$ cat src/rtl/determinant_bcd_converter_pkg.sv
// rtl/determinant_bcd_converter_pkg.sv - shared widths, helpers and FSM encoding
// for the determinant-to-BCD converter.
package determinant_bcd_converter_pkg;

  localparam int BCD_DIGIT_W = 4;

  // Determinant width N for a given matrix element width.
  function automatic int det_width(input int width);
    return 4 * width;
  endfunction

  // Iteration counter width: must be able to hold the value N.
  function automatic int cnt_width(input int n);
    return $clog2(n + 1);
  endfunction

  typedef enum logic {
    IDLE = 1'b0,
    CONV = 1'b1
  } state_t;

endpackage

$ cat src/rtl/determinant_bcd_converter_bcd_add3_digit.sv
// rtl/determinant_bcd_converter_bcd_add3_digit.sv - one double-dabble digit
// correction: add 3 when the digit is 5 or more.
module bcd_add3_digit
  import determinant_bcd_converter_pkg::*;
(
  input  logic [BCD_DIGIT_W-1:0] digit_in,
  output logic [BCD_DIGIT_W-1:0] digit_out
);

  assign digit_out = (digit_in >= BCD_DIGIT_W'(5)) ? digit_in + BCD_DIGIT_W'(3) : digit_in;

endmodule

$ cat src/rtl/determinant_bcd_converter.sv
// rtl/determinant_bcd_converter.sv - sequential sign/magnitude to packed BCD
// converter with start/busy/done handshake.
module determinant_bcd_converter
  import determinant_bcd_converter_pkg::*;
#(
  parameter int WIDTH  = 7,
  parameter int DIGITS = 9
) (
  input  logic                          clk,
  input  logic                          rst,
  input  logic                          start,
  input  logic [4*WIDTH-1:0]            determinant,
  output logic [BCD_DIGIT_W*DIGITS-1:0] bcd,
  output logic                          negative,
  output logic                          busy,
  output logic                          done
);

  localparam int N     = det_width(WIDTH);
  localparam int CNT_W = cnt_width(N);
  localparam int BCD_W = BCD_DIGIT_W * DIGITS;
  localparam logic [CNT_W-1:0] LAST_ITER = CNT_W'(N - 1);

  state_t             state, state_next;
  logic [N-1:0]       mag, mag_shifted;
  logic               sign;
  logic [BCD_W-1:0]   scratch, adjusted, scratch_shifted;
  logic [CNT_W-1:0]   cnt;
  logic               accept, last_iter;

  for (genvar g = 0; g < DIGITS; g++) begin : g_add3
    bcd_add3_digit u_add3 (
      .digit_in  (scratch[g*BCD_DIGIT_W +: BCD_DIGIT_W]),
      .digit_out (adjusted[g*BCD_DIGIT_W +: BCD_DIGIT_W])
    );
  end

  assign {scratch_shifted, mag_shifted} = {adjusted, mag} << 1;

  always_comb begin
    state_next = state;
    accept     = 1'b0;
    last_iter  = 1'b0;
    busy       = 1'b0;
    case (state)
      IDLE: begin
        if (start) begin
          accept     = 1'b1;
          state_next = CONV;
        end
      end
      CONV: begin
        busy = 1'b1;
        if (cnt == LAST_ITER) begin
          last_iter  = 1'b1;
          state_next = IDLE;
        end
      end
      default: state_next = IDLE;
    endcase
  end

  always_ff @(posedge clk) begin
    if (rst) begin
      state    <= IDLE;
      mag      <= '0;
      sign     <= 1'b0;
      scratch  <= '0;
      cnt      <= '0;
      bcd      <= '0;
      negative <= 1'b0;
      done     <= 1'b0;
    end else begin
      state <= state_next;
      done  <= last_iter;
      if (accept) begin
        // -(-2^(N-1)) wraps to 2^(N-1), which is the correct unsigned magnitude.
        mag     <= determinant[N-1] ? -determinant : determinant;
        sign    <= determinant[N-1];
        scratch <= '0;
        cnt     <= '0;
      end else if (state == CONV) begin
        scratch <= scratch_shifted;
        mag     <= mag_shifted;
        cnt     <= cnt + CNT_W'(1);
        if (last_iter) begin
          bcd      <= scratch_shifted;
          negative <= sign;
        end
      end
    end
  end

endmodule
$ cat config.mk
export PLATFORM = sky130hd
export DESIGN_NAME = determinant_bcd_converter
export DESIGN_NICKNAME = d
export VERILOG_FILES = /design/src/rtl/determinant_bcd_converter_pkg.sv /design/src/rtl/determinant_bcd_converter_bcd_add3_digit.sv /design/src/rtl/determinant_bcd_converter.sv
export SDC_FILE = /design/constraint.sdc
export NUM_CORES = 1
export LEC_CHECK = 0
export CAP_MARGIN = 40
export CORE_MARGIN = 2
export CORE_UTILIZATION = 40
export CTS_BUF_LIST = sky130_fd_sc_hd__clkbuf_2 sky130_fd_sc_hd__clkbuf_4 sky130_fd_sc_hd__clkbuf_8
export DETAILED_ROUTE_END_ITERATION = 16
export GPL_ROUTABILITY_DRIVEN = 0
export PLACE_DENSITY = 0.67
export SYNTH_ARGS = -nofsm -noshare
export SYNTH_HDL_FRONTEND = slang
export SYNTH_HIERARCHICAL = 1
export SYNTH_SLANG_ARGS = --single-unit
export TNS_END_PERCENT = 5
$ cat constraint.sdc
create_clock -name clk -period 5.6 [get_ports clk]
set_input_delay 0.84 -clock clk [delete_from_list [all_inputs] [get_ports clk]]
set_output_delay 0.84 -clock clk [all_outputs]
set_load 0.005 [all_outputs]
Word-level counts from Yosys, hierarchy flattened
Index checks and enable logic that the tools add are counted.
{"block": "totals", "out_inout_bits": 39, "regBits": 109}
{"block": "classes", "addsub": 11, "n_bitwise": 2, "reduce_logical": 3, "magnitude_cmp": 9, "n_mux": 19, "n_eq_ne": 1}
{"cell": "2-to-1 mux 28 bit", "n": 3}
{"cell": ">= comparator 4 x 3 -> 1 bit (second input constant)", "n": 9}
{"cell": "adder 4 x 2 -> 4 bit (second input constant)", "n": 8}
{"cell": "2-to-1 mux 4 bit", "n": 8}
{"cell": "negator 28 bit", "n": 1}
{"cell": "2-to-1 mux 1 bit", "n": 6}
{"cell": "adder 5 x 1 -> 5 bit (second input constant)", "n": 1}
{"cell": "equality test 5 bit (second input constant)", "n": 1}
{"cell": "adder 3 x 2 -> 3 bit (second input constant)", "n": 1}
{"cell": "2-to-1 mux 3 bit", "n": 1}
{"cell": "AND reduction 3 bit", "n": 1}
{"cell": "inverter 1 bit", "n": 2}
{"cell": "case mux 1 bit (2 select lines)", "n": 1}
{"cell": "nonzero test 2 bit", "n": 1}
{"cell": "OR reduction 2 bit", "n": 1}

Logic depth before layout (Yosys ltp)
Gate-level depths: netlist of the first run.
{"block": "depth", "ltp_word": 4, "ltp_mapped": 8}

Cells and area by module
The synthesis of the first run kept the hierarchy.
{"mod": "determinant_bcd_converter", "cells_each": 534, "area_per_inst_um2": 4705.8, "n_inst": 1}
{"mod": "bcd_add3_digit", "cells_each": 16, "area_per_inst_um2": 101.3, "n_inst": 9}

Worst setup path after synthesis of the first run
No wires, ideal clock.
{"block": "synth_timing", "path_type": "in2reg", "from": "input port determinant[0]", "to": "register mag[20]", "arrival_time_ns": 2.461, "setup_slack_ns": 3.005, "path_stages": 8, "path_cell_list": "inv_1 ha_1 or3b_1 or3_1 buf_2 o41ai_2 xor2_1 o22ai_1"}
{"block": "synth_via", "elab_chain_len": 3}
{"item": "start: declaration", "line_no": "determinant_bcd_converter.sv:12", "text": "input logic [4*WIDTH-1:0] determinant,"}
{"item": "negator 28 bit", "line_no": "determinant_bcd_converter.sv:78", "text": "mag <= determinant[N-1] ? -determinant : determinant;"}
{"item": "2-to-1 mux 28 bit", "line_no": "determinant_bcd_converter.sv:78"}
{"item": "2-to-1 mux 28 bit", "line_no": "determinant_bcd_converter.sv:76", "text": "if (accept) begin"}
{"item": "end signal: assignment", "line_no": "determinant_bcd_converter.sv:78"}
{"item": "end signal: assignment", "line_no": "determinant_bcd_converter.sv:84", "text": "mag <= mag_shifted;"}
{"item": "end: declaration", "line_no": "determinant_bcd_converter.sv:25", "text": "logic [N-1:0] mag, mag_shifted;"}
No other way between the ends.
A chain may end at the register's enable or synchronous reset.

Worst setup path after layout of the first run
{"block": "layout_timing", "from": "input port determinant[0]", "to": "register mag[26]"}
The elaborated chain is that of the path after synthesis.

==> results of run 1 <==
## cell usage in the layout, fill, tap and decap left out, types with 6 or more instances in the layout
| cell | instances |
|---|---|
| o22ai_1 | 18 |
| o41ai_2 | 8 |
| clkbuf_8 | 10 |
| a21oi_2 | 9 |
| nand2_1 | 123 |
| ha_1 | 20 |
| nor2_1 | 65 |
| inv_1 | 20 |
| mux2i_1 | 53 |
| or3_1 | 7 |
| clkdlybuf4s50_1 | 68 |
| xor2_1 | 22 |
| or4_1 | 6 |
| o21ai_0 | 9 |
| nor3b_1 | 15 |
| xnor2_1 | 14 |
| dfxtp_1 | 108 |
| buf_4 | 7 |
| a21oi_1 | 59 |
| nand2b_1 | 21 |
| o21ai_1 | 11 |
## stage by stage
step | worst slack [ns] | total power, W | utilization (%) | hold slack (ns) | instances
2_1_floorplan | 3.01 | 0.000914 | - | 0.432 | 674
3_3_place_gp | 2.32 | 0.000960 | 46.4 | 0.446 | 885
3_5_place_dp | 2.30 | 0.000963 | 46.4 | 0.446 | 885
4_1_cts | 2.70 | 0.00141 | 47.7 | 0.461 | 901
5_1_grt | 2.53 | 0.00146 | 47.7 | 0.474 | 901
6_report | 2.68 | 0.00140 | 47.7 | 0.457 | 901
## area by class of cell
cell class	instances	share of cell area, %
Tap cell	180	3.43
Sequential cell	109	33.3
Inverter	20	1.14
Clock inverter	6	0.667
Timing Repair Buffer	76	11.2
Multi-Input combinational cell	500	48.2
Clock buffer	10	2.10
## worst min-delay path by stage
| stage | cells after the start | from | slack, ns | endpoint |
|---|---|---|---|---|
| 2_1_floorplan | 2 | sign | 0.43 | negative |
| 3_3_place_gp | 2 | bcd[26] | 0.45 | bcd[26] |
| 3_5_place_dp | 2 | bcd[2] | 0.45 | bcd[2] |
| 4_1_cts | 2 | bcd[2] | 0.46 | bcd[2] |
| 5_1_grt | 2 | bcd[21] | 0.47 | bcd[21] |
| 6_report | 2 | bcd[2] | 0.46 | bcd[2] |
## report_power, final
group | switching (W) | internal [W] | leakage (nW)
Clock | 0.000274 | 0.000177 | 0.0930
Sequential | 0.0000186 | 0.000792 | 0.883
Combinational | 0.0000701 | 0.0000655 | 1.39
## worst min-delay path, cell delays in order (launching register included)
cell	delay (ns)
dfxtp_1	0.32
nand2_1	0.05
a21oi_1	0.05
## layer usage
metal,up-vias,part of all wire (%),global-route usage (%)
li1,2374,-,-
met1,2250,46,19.7
met2,79,49,29.0
met3,20,2.4,2.14
met4,0,2.2,7.61
met5,-,0,0
## registers in the layout (all words and copies together) (netlist names)
register / cells
mag: 28
sign: 1
negative: 1
scratch: 36
bcd: 36
done: 1
cnt: 5
state: 1
==> flow_metrics.tcl, run 1 <==
set metrics [dict create \
    status "completed" \
    cp.arrival_ns 3.14 \
    wl_um 12100 \
    drc 0 \
    holdBufCountCts 0 \
    netlist_instances 674 \
    placed_area_um2 6390 \
    fmax_mhz 343 \
    cap_violations 0 \
    r2r-start "state" \
    area_delta_synth_final_pct 17.3 \
    clock_skew_ns 0.0141 \
    grt_max_degree 72 \
    antenna-diode-count 0 \
    power_density_nw_per_um2 213 \
    rows 43 \
    hp-class "flip-flop to flip-flop" \
    multi_input_area_um2 3160 \
    port_buffers 69 \
    clk_latency_ns 0.37 \
    die_height_um 122 \
    initial_core_util_pct 40.6 \
    gr-total-overflow 0 \
    viasPerCell 5.24 \
    rsz0062_at_grt "false" \
    synth_warnings 6 \
    critPathTopFamily "simple AND/OR/NAND/NOR gates" \
    worst_setup_path_start_kind "input pin" \
    dieArea_um2 15000 \
    clockBufferDepth 2 \
    grtUsageTotal_pct 16.4 \
    tritoncts "built" \
    cts_setup_buffers 0 \
    setup_tns_ns 0 \
    hpwlAfterDp_um 8280 \
    ir_drop_v 0.000109 \
    setup_viol 0 \
    synth_area_per_cell_um2 8.31 \
    grt_pass1_vias 4481 \
    path_depth 8 \
    dr.pass1.iters 4 \
    crit_end "mag[26]" \
    postCtsResizedCells 0 \
    drt_iter0_markers 283 \
    ff2ff_setup_slack_ns 2.88 \
    num_vias 4723 \
    finalCriticalPeriod_ns 2.92 \
    critPathSlowestCell "or3_1" \
    drive_gt1_share_pct 6.52 \
    ant_nets 0 \
    worstMarginPinSlew_ns 0.763 \
    clkSinkCount 109 \
    finalNetCount 767 \
    netlist_area_um2 5600 \
    cts_made_buffers 9 \
    fin_crit_sh_pct 52.1 \
    hold_viol 0 \
    n_fill_cell 1368 \
    leakage_nw 2.37 \
    rr_endpoint "scratch[31]" \
    cp-end-kind "flip-flop" \
    crit_chain "clkdlybuf4s50_1, inv_1, ha_1, or3b_1, or3_1, o41ai_2, xor2_1, o22ai_1" \
    cts.htree.levels 3 \
    syn_nets 725 \
    cpPeakStageDelay_ns 0.58 \
    routedWlPerCell_um 13.5 \
    slew_headroom_pct 49.1 \
    cts_root_buf "clkbuf_8" \
    finish.instance_area_um2 6570 \
    path_class "input pin to flip-flop" \
    crit_buf_inv 2 \
    grt_first_pass_wirelength_um 20100 \
    register_area_um2 2190 \
    maxSlewViolCount 0 \
    coreArea_um2 13800 \
    antenna_found_initial 0 \
    critical_path_required_ns 5.83 \
    ff2ff_path_depth 5 \
    crit_fanout 10 \
    io_pins 70 \
    dieWidth_um 122 \
    clk_pin_slew_worst_paths_ns 0.10 \
    cp-startpoint "determinant[0]" \
]
No activity file was read; power rests on OpenSTA's default activity.
==> inputs of run 2 (changes only) <==
==> constraint.sdc (replaced) <==
create_clock -name clk -period 3 [get_ports clk]
set_input_delay 0.45 -clock clk [delete_from_list [all_inputs] [get_ports clk]]
set_output_delay 0.45 -clock clk [all_outputs]
set_load 0.005 [all_outputs]
==> run 2 against run 1 <==
Compared with the run above: final cell count is 0.44% higher; sequential share of layout area is 0.31 points lower; register-to-register slack worse by 1.9 ns; clock skew is 0.0021 ns lower; total power is 93% higher; combinational power is 93% higher; via count is 1.8% lower; worst setup slack worse by 2.2 ns; critical endpoint is now mag[14]; highest routed layer unchanged; wire length is 1.7% lower.
==> flow_metrics.tcl, run 2 (synthesized netlist as in run 1, its figures left out) <==
set metrics [dict create \
    grt_first_pass_wirelength_um 20700 \
    clk_pin_slew_worst_paths_ns 0.09 \
    p_comb_share_pct 9.8 \
    total_power_w 0.00270 \
    cpPeakStageDelay_ns 0.57 \
    num_vias 4638 \
    setup_viol 0 \
    cp-end-kind "flip-flop" \
    postCtsResizedCells 0 \
    ff2ff_setup_slack_ns 0.97 \
    setup_tns_ns 0 \
    viasPerCell 5.12 \
    slew_headroom_pct 61.0 \
    timing.final.ws_setup_ns 0.499 \
    dr.pass1.iters 4 \
    grtUsageTotal_pct 16.8 \
    clkPwrFrac_pct 34.4 \
    holdBufCountCts 0 \
    power_density_nw_per_um2 407 \
    rows 43 \
    n_fill_cell 1339 \
    critical_path_required_ns 3.23 \
    rsz0062_at_grt "false" \
    routedWlPerCell_um 13.2 \
    dp.cells 890 \
    dp_slack_ns 0.121 \
    antenna_found_initial 0 \
    hold_path_depth 2 \
    cap_violations 0 \
    critPathSlowestCell "or3_1" \
    port_buffers 69 \
    maxSlewViolCount 0 \
    hp-class "flip-flop to flip-flop" \
    crit_buf_inv 2 \
    cts_setup_buffers 0 \
    hold_start "bcd[22]" \
    path_class "input pin to flip-flop" \
    ant_nets 0 \
    critPathTopFamily "simple AND/OR/NAND/NOR gates" \
    worst_setup_path_start_kind "input pin" \
    worstMarginPinSlew_ns 0.585 \
    fin_cells 905 \
    clock_skew_ns 0.0120 \
    hold_viol 0 \
    fmax_mhz 400 \
    initial_core_util_pct 40.6 \
    drt-met1-wl_um 5520 \
    ir_drop_v 0.000225 \
    tritoncts "built" \
    drt_iter0_markers 236 \
    dieArea_um2 15000 \
    leakage_nw 2.40 \
    whs_ns 0.459 \
    dr_wl_met3_um 281 \
    cp.arrival_ns 2.73 \
    p_sw_share_pct 24.2 \
    layout_common_cells "123 x nand2_1, 108 x dfxtp_1, 68 x clkdlybuf4s50_1, 65 x nor2_1, 59 x a21oi_1" \
    gr-total-overflow 0 \
    drc 0 \
    clockBufferDepth 2 \
    clkSinkCount 109 \
    fin_crit_sh_pct 83.4 \
    rr_endpoint "bcd[33]" \
    grt_pass1_vias 4570 \
    io_pins 70 \
    antenna-diode-count 0 \
    grt_max_degree 42 \
    path_depth 8 \
    clk_latency_ns 0.37 \
    holdPathEnd "bcd[22]" \
    finalCriticalPeriod_ns 2.50 \
    cts_root_buf "clkbuf_8" \
    crit_fanout 10 \
    seq_power_share_pct 55.9 \
    status "completed" \
    r2r-start "state" \
    ff2ff_path_depth 4 \
    die_height_um 122 \
    coreArea_um2 13800 \
    route.top_layer_used "met4" \
    dieWidth_um 122 \
    hpwlAfterDp_um 8430 \
    final_common_cell "nand2_1" \
    power.switching_w 0.000654 \
    cts_made_buffers 9 \
    area_delta_synth_final_pct 18.4 \
    p_int_w 0.00204 \
    register_area_um2 2190 \
    drive_gt1_share_pct 7.03 \
    wl_met2_um 5940 \
    finalNetCount 772 \
    wl_um 11900 \
    multi_input_area_um2 3160 \
    cts.htree.levels 3 \
    crit_chain "clkdlybuf4s50_1, inv_1, ha_1, or3b_1, or3_1, o41ai_2, xor2_1, o22ai_1" \
    reg_top3 "bcd (36), scratch (36), mag (28)" \
]
[run 2: worst max path at each step]
stage	start	to	slack, ns
floorplan	determinant[0]	mag[20]	0.80
global placement	determinant[0]	mag[26]	0.16
detailed placement	determinant[0]	mag[14]	0.12
CTS	determinant[0]	mag[14]	0.53
global route	determinant[0]	mag[14]	0.36
finish	determinant[0]	mag[14]	0.50
[run 2: cell type report]
cell class                      count  area share [%]
Multi-Input combinational cell    500            47.7
Sequential cell                   109            33.0
Tap cell                          180            3.40
Clock inverter                      3           0.698
Inverter                           20            1.13
Clock buffer                       12            2.40
Timing Repair Buffer               81            11.7
[run 2: worst min-delay path: stages (launching register included)]
cell	delay [ns]
dfxtp_1	0.32
nand2_1	0.05
a21oi_1	0.05
[run 2: power by group through the flow]
stage	Clock, W	Combinational, W	Sequential, W
after floorplan	0	0.000184	0.00152
after global routing	0.00102	0.000291	0.00151
after CTS	0.000960	0.000265	0.00151
after detailed placement	0	0.000264	0.00154
after global placement	0	0.000257	0.00154
final	0.000926	0.000263	0.00151
[run 2: routing by layer]
layer / vias up / global-route usage (%)
met5: - / 0
met4: 0 / 6.32
met3: 12 / 2.18
met2: 55 / 29.7
met1: 2184 / 20.9
li1: 2387 / -
[run 2: per-stage QoR]
stage / cell area, µm² / util (%)
5_1_grt: 6630 / 48.1
2_1_floorplan: 5600 / -
4_1_cts: 6630 / 48.1
3_3_place_gp: 6420 / 46.6
3_5_place_dp: 6420 / 46.6
6_report: 6630 / 48.1
==> inputs of run 3 (changes only) <==
==> constraint.sdc (replaced) <==
create_clock -name clk -period 2.5 [get_ports clk]
set_input_delay 0.375 -clock clk [delete_from_list [all_inputs] [get_ports clk]]
set_output_delay 0.375 -clock clk [all_outputs]
set_load 0.005 [all_outputs]
==> run 3 against run 2 <==
Compared with the run above: clock-buffer cell count decreased by 1; die area unchanged; wire length increased by 3.7%; first-iteration DRC count increased by 8.9%; largest cell class unchanged; critical path depth decreased by 1; highest routed layer unchanged; combinational power increased by 33%; largest power group unchanged.
==> flow_metrics.tcl, run 3 (synthesized netlist as in run 1, its figures left out) <==
set metrics [dict create \
    status "completed" \
    rr_endpoint "bcd[33]" \
    holdPathEnd "mag[27]" \
    area_delta_synth_final_pct 22.2 \
    r2r-start "cnt[0]" \
    hold_viol 0 \
    coreArea_um2 13800 \
    cap_violations 0 \
    dr.pass1.iters 6 \
    maxSlewViolCount 0 \
    clkSinkCount 109 \
    cts_made_buffers 9 \
    p_sw_share_pct 23.9 \
    cts_setup_buffers 0 \
    clk_latency_ns 0.38 \
    ant_nets 0 \
    seq_power_share_pct 54.2 \
    path_class "input pin to flip-flop" \
    critical_path_required_ns 2.76 \
    final_core_util_pct 49.7 \
    layout_common_cells "123 x nand2_1, 108 x dfxtp_1, 68 x clkdlybuf4s50_1, 65 x nor2_1, 59 x a21oi_1" \
    ff2ff_setup_slack_ns 0.76 \
    setup_tns_ns 0 \
    drive_gt1_share_pct 9.77 \
    cts.htree.levels 3 \
    io_pins 70 \
    postCtsResizedCells 0 \
    p_int_w 0.00253 \
    hpwlAfterDp_um 8730 \
    fin_cells 927 \
    grt_first_pass_wirelength_um 21000 \
    fin_crit_sh_pct 91.6 \
    clkPwrFrac_pct 35.2 \
    worstMarginPinSlew_ns 0.557 \
    clock_skew_ns 0.0117 \
    n_fill_cell 1355 \
    viasPerCell 5.14 \
    wl_um 12400 \
    ir_drop_v 0.000217 \
    antenna-diode-count 0 \
    antenna_found_initial 0 \
    die_height_um 122 \
    drc 0 \
    finalNetCount 794 \
    rows 43 \
    fmax_mhz 437 \
    ff2ff_path_depth 5 \
    hold_start "rst" \
    cp-end-kind "flip-flop" \
    rsz0062_at_grt "false" \
    clk_pin_slew_worst_paths_ns 0.10 \
    drt_iter0_markers 257 \
    crit_fanout 6 \
    gr-total-overflow 0 \
    cp.arrival_ns 2.55 \
    dieArea_um2 15000 \
    grt_max_degree 58 \
    power_density_nw_per_um2 485 \
    tritoncts "built" \
    reg_top3 "bcd (36), scratch (36), mag (28)" \
    leakage_nw 2.53 \
    slew_headroom_pct 62.7 \
    power.switching_w 0.000792 \
    setup_viol 0 \
    num_vias 4765 \
    port_buffers 69 \
    holdBufCountCts 0 \
    worst_setup_path_start_kind "input pin" \
    hold_path_depth 2 \
    finalCriticalPeriod_ns 2.29 \
    dieWidth_um 122 \
    grtUsageTotal_pct 17.2 \
    cts_root_buf "clkbuf_8" \
    clockBufferDepth 2 \
    hp-class "input pin to flip-flop" \
    initial_core_util_pct 40.6 \
    p_comb_share_pct 10.6 \
    dp.cells 912 \
    routedWlPerCell_um 13.4 \
    grt_pass1_vias 4667 \
    final_common_cell "nand2_1" \
]
[run 3: changes by cell type in the layout (fill, tap and decap cells not counted)]
cell / before / now
bufinv_16: 1 / 2
clkinv_4: 1 / 0
clkinvlp_4: 1 / 0
buf_12: 0 / 3
clkinv_2: 0 / 1
clkbuf_8: 11 / 9
inv_6: 0 / 1
clkbuf_4: 1 / 2
buf_4: 12 / 31
[run 3: power groups by stage]
| stage | combinational [W] | clock, W | sequential (W) |
|---|---|---|---|
| 2_1_floorplan | 0.000220 | 0 | 0.00183 |
| 3_3_place_gp | 0.000340 | 0 | 0.00184 |
| 3_5_place_dp | 0.000352 | 0 | 0.00184 |
| 4_1_cts | 0.000353 | 0.00121 | 0.00180 |
| 5_1_grt | 0.000383 | 0.00127 | 0.00181 |
| 6_report | 0.000351 | 0.00117 | 0.00180 |
[run 3: worst max-delay path, cell delays in order]
cell,delay (ns)
clkdlybuf4s50_1,0.41
buf_4,0.14
or4_1,0.52
or3_1,0.50
o41ai_2,0.28
xor2_1,0.20
o22ai_1,0.11
[run 3: per-layer routing]
| layer | wire length (µm) | up-vias | global-route usage (%) |
|---|---|---|---|
| met5 | 0 | - | 0 |
| met4 | 201 | 0 | 6.90 |
| met3 | 355 | 15 | 2.32 |
| met2 | 6210 | 93 | 30.4 |
| met1 | 5620 | 2235 | 20.9 |
| li1 | - | 2422 | - |
[run 3: through the flow]
stage / worst slack [ns] / area (µm²) / power [W] / hold slack (ns)
2_1_floorplan: 0.370 / 5600 / 0.00205 / 0.432
3_3_place_gp: -0.110 / 6630 / 0.00218 / 0.446
3_5_place_dp: -0.159 / 6630 / 0.00219 / 0.446
4_1_cts: 0.249 / 6840 / 0.00336 / 0.350
5_1_grt: 0.134 / 6840 / 0.00346 / 0.381
6_report: 0.210 / 6840 / 0.00332 / 0.362
[run 3: worst max path at each step]
stage,start,end,slack (ns),depth (start not counted)
2_1_floorplan,determinant[0],mag[20],0.37,8
3_3_place_gp,determinant[0],mag[23],-0.11,7
3_5_place_dp,determinant[0],mag[21],-0.16,7
4_1_cts,determinant[0],mag[21],0.25,7
5_1_grt,determinant[1],mag[20],0.13,9
6_report,determinant[0],mag[21],0.21,7
[run 3: cell type report]
type / count / area, µm² / area share [%]
flip-flops and latches: 109 / 2190 / 32.0
well taps: 180 / 225 / 3.29
multi-input cells: 500 / 3160 / 46.2
repair buffers: 103 / 978 / 14.3
clock inverters: 4 / 73.8 / 1.08
clock buffers: 11 / 139 / 2.03
inverters: 20 / 75.1 / 1.10
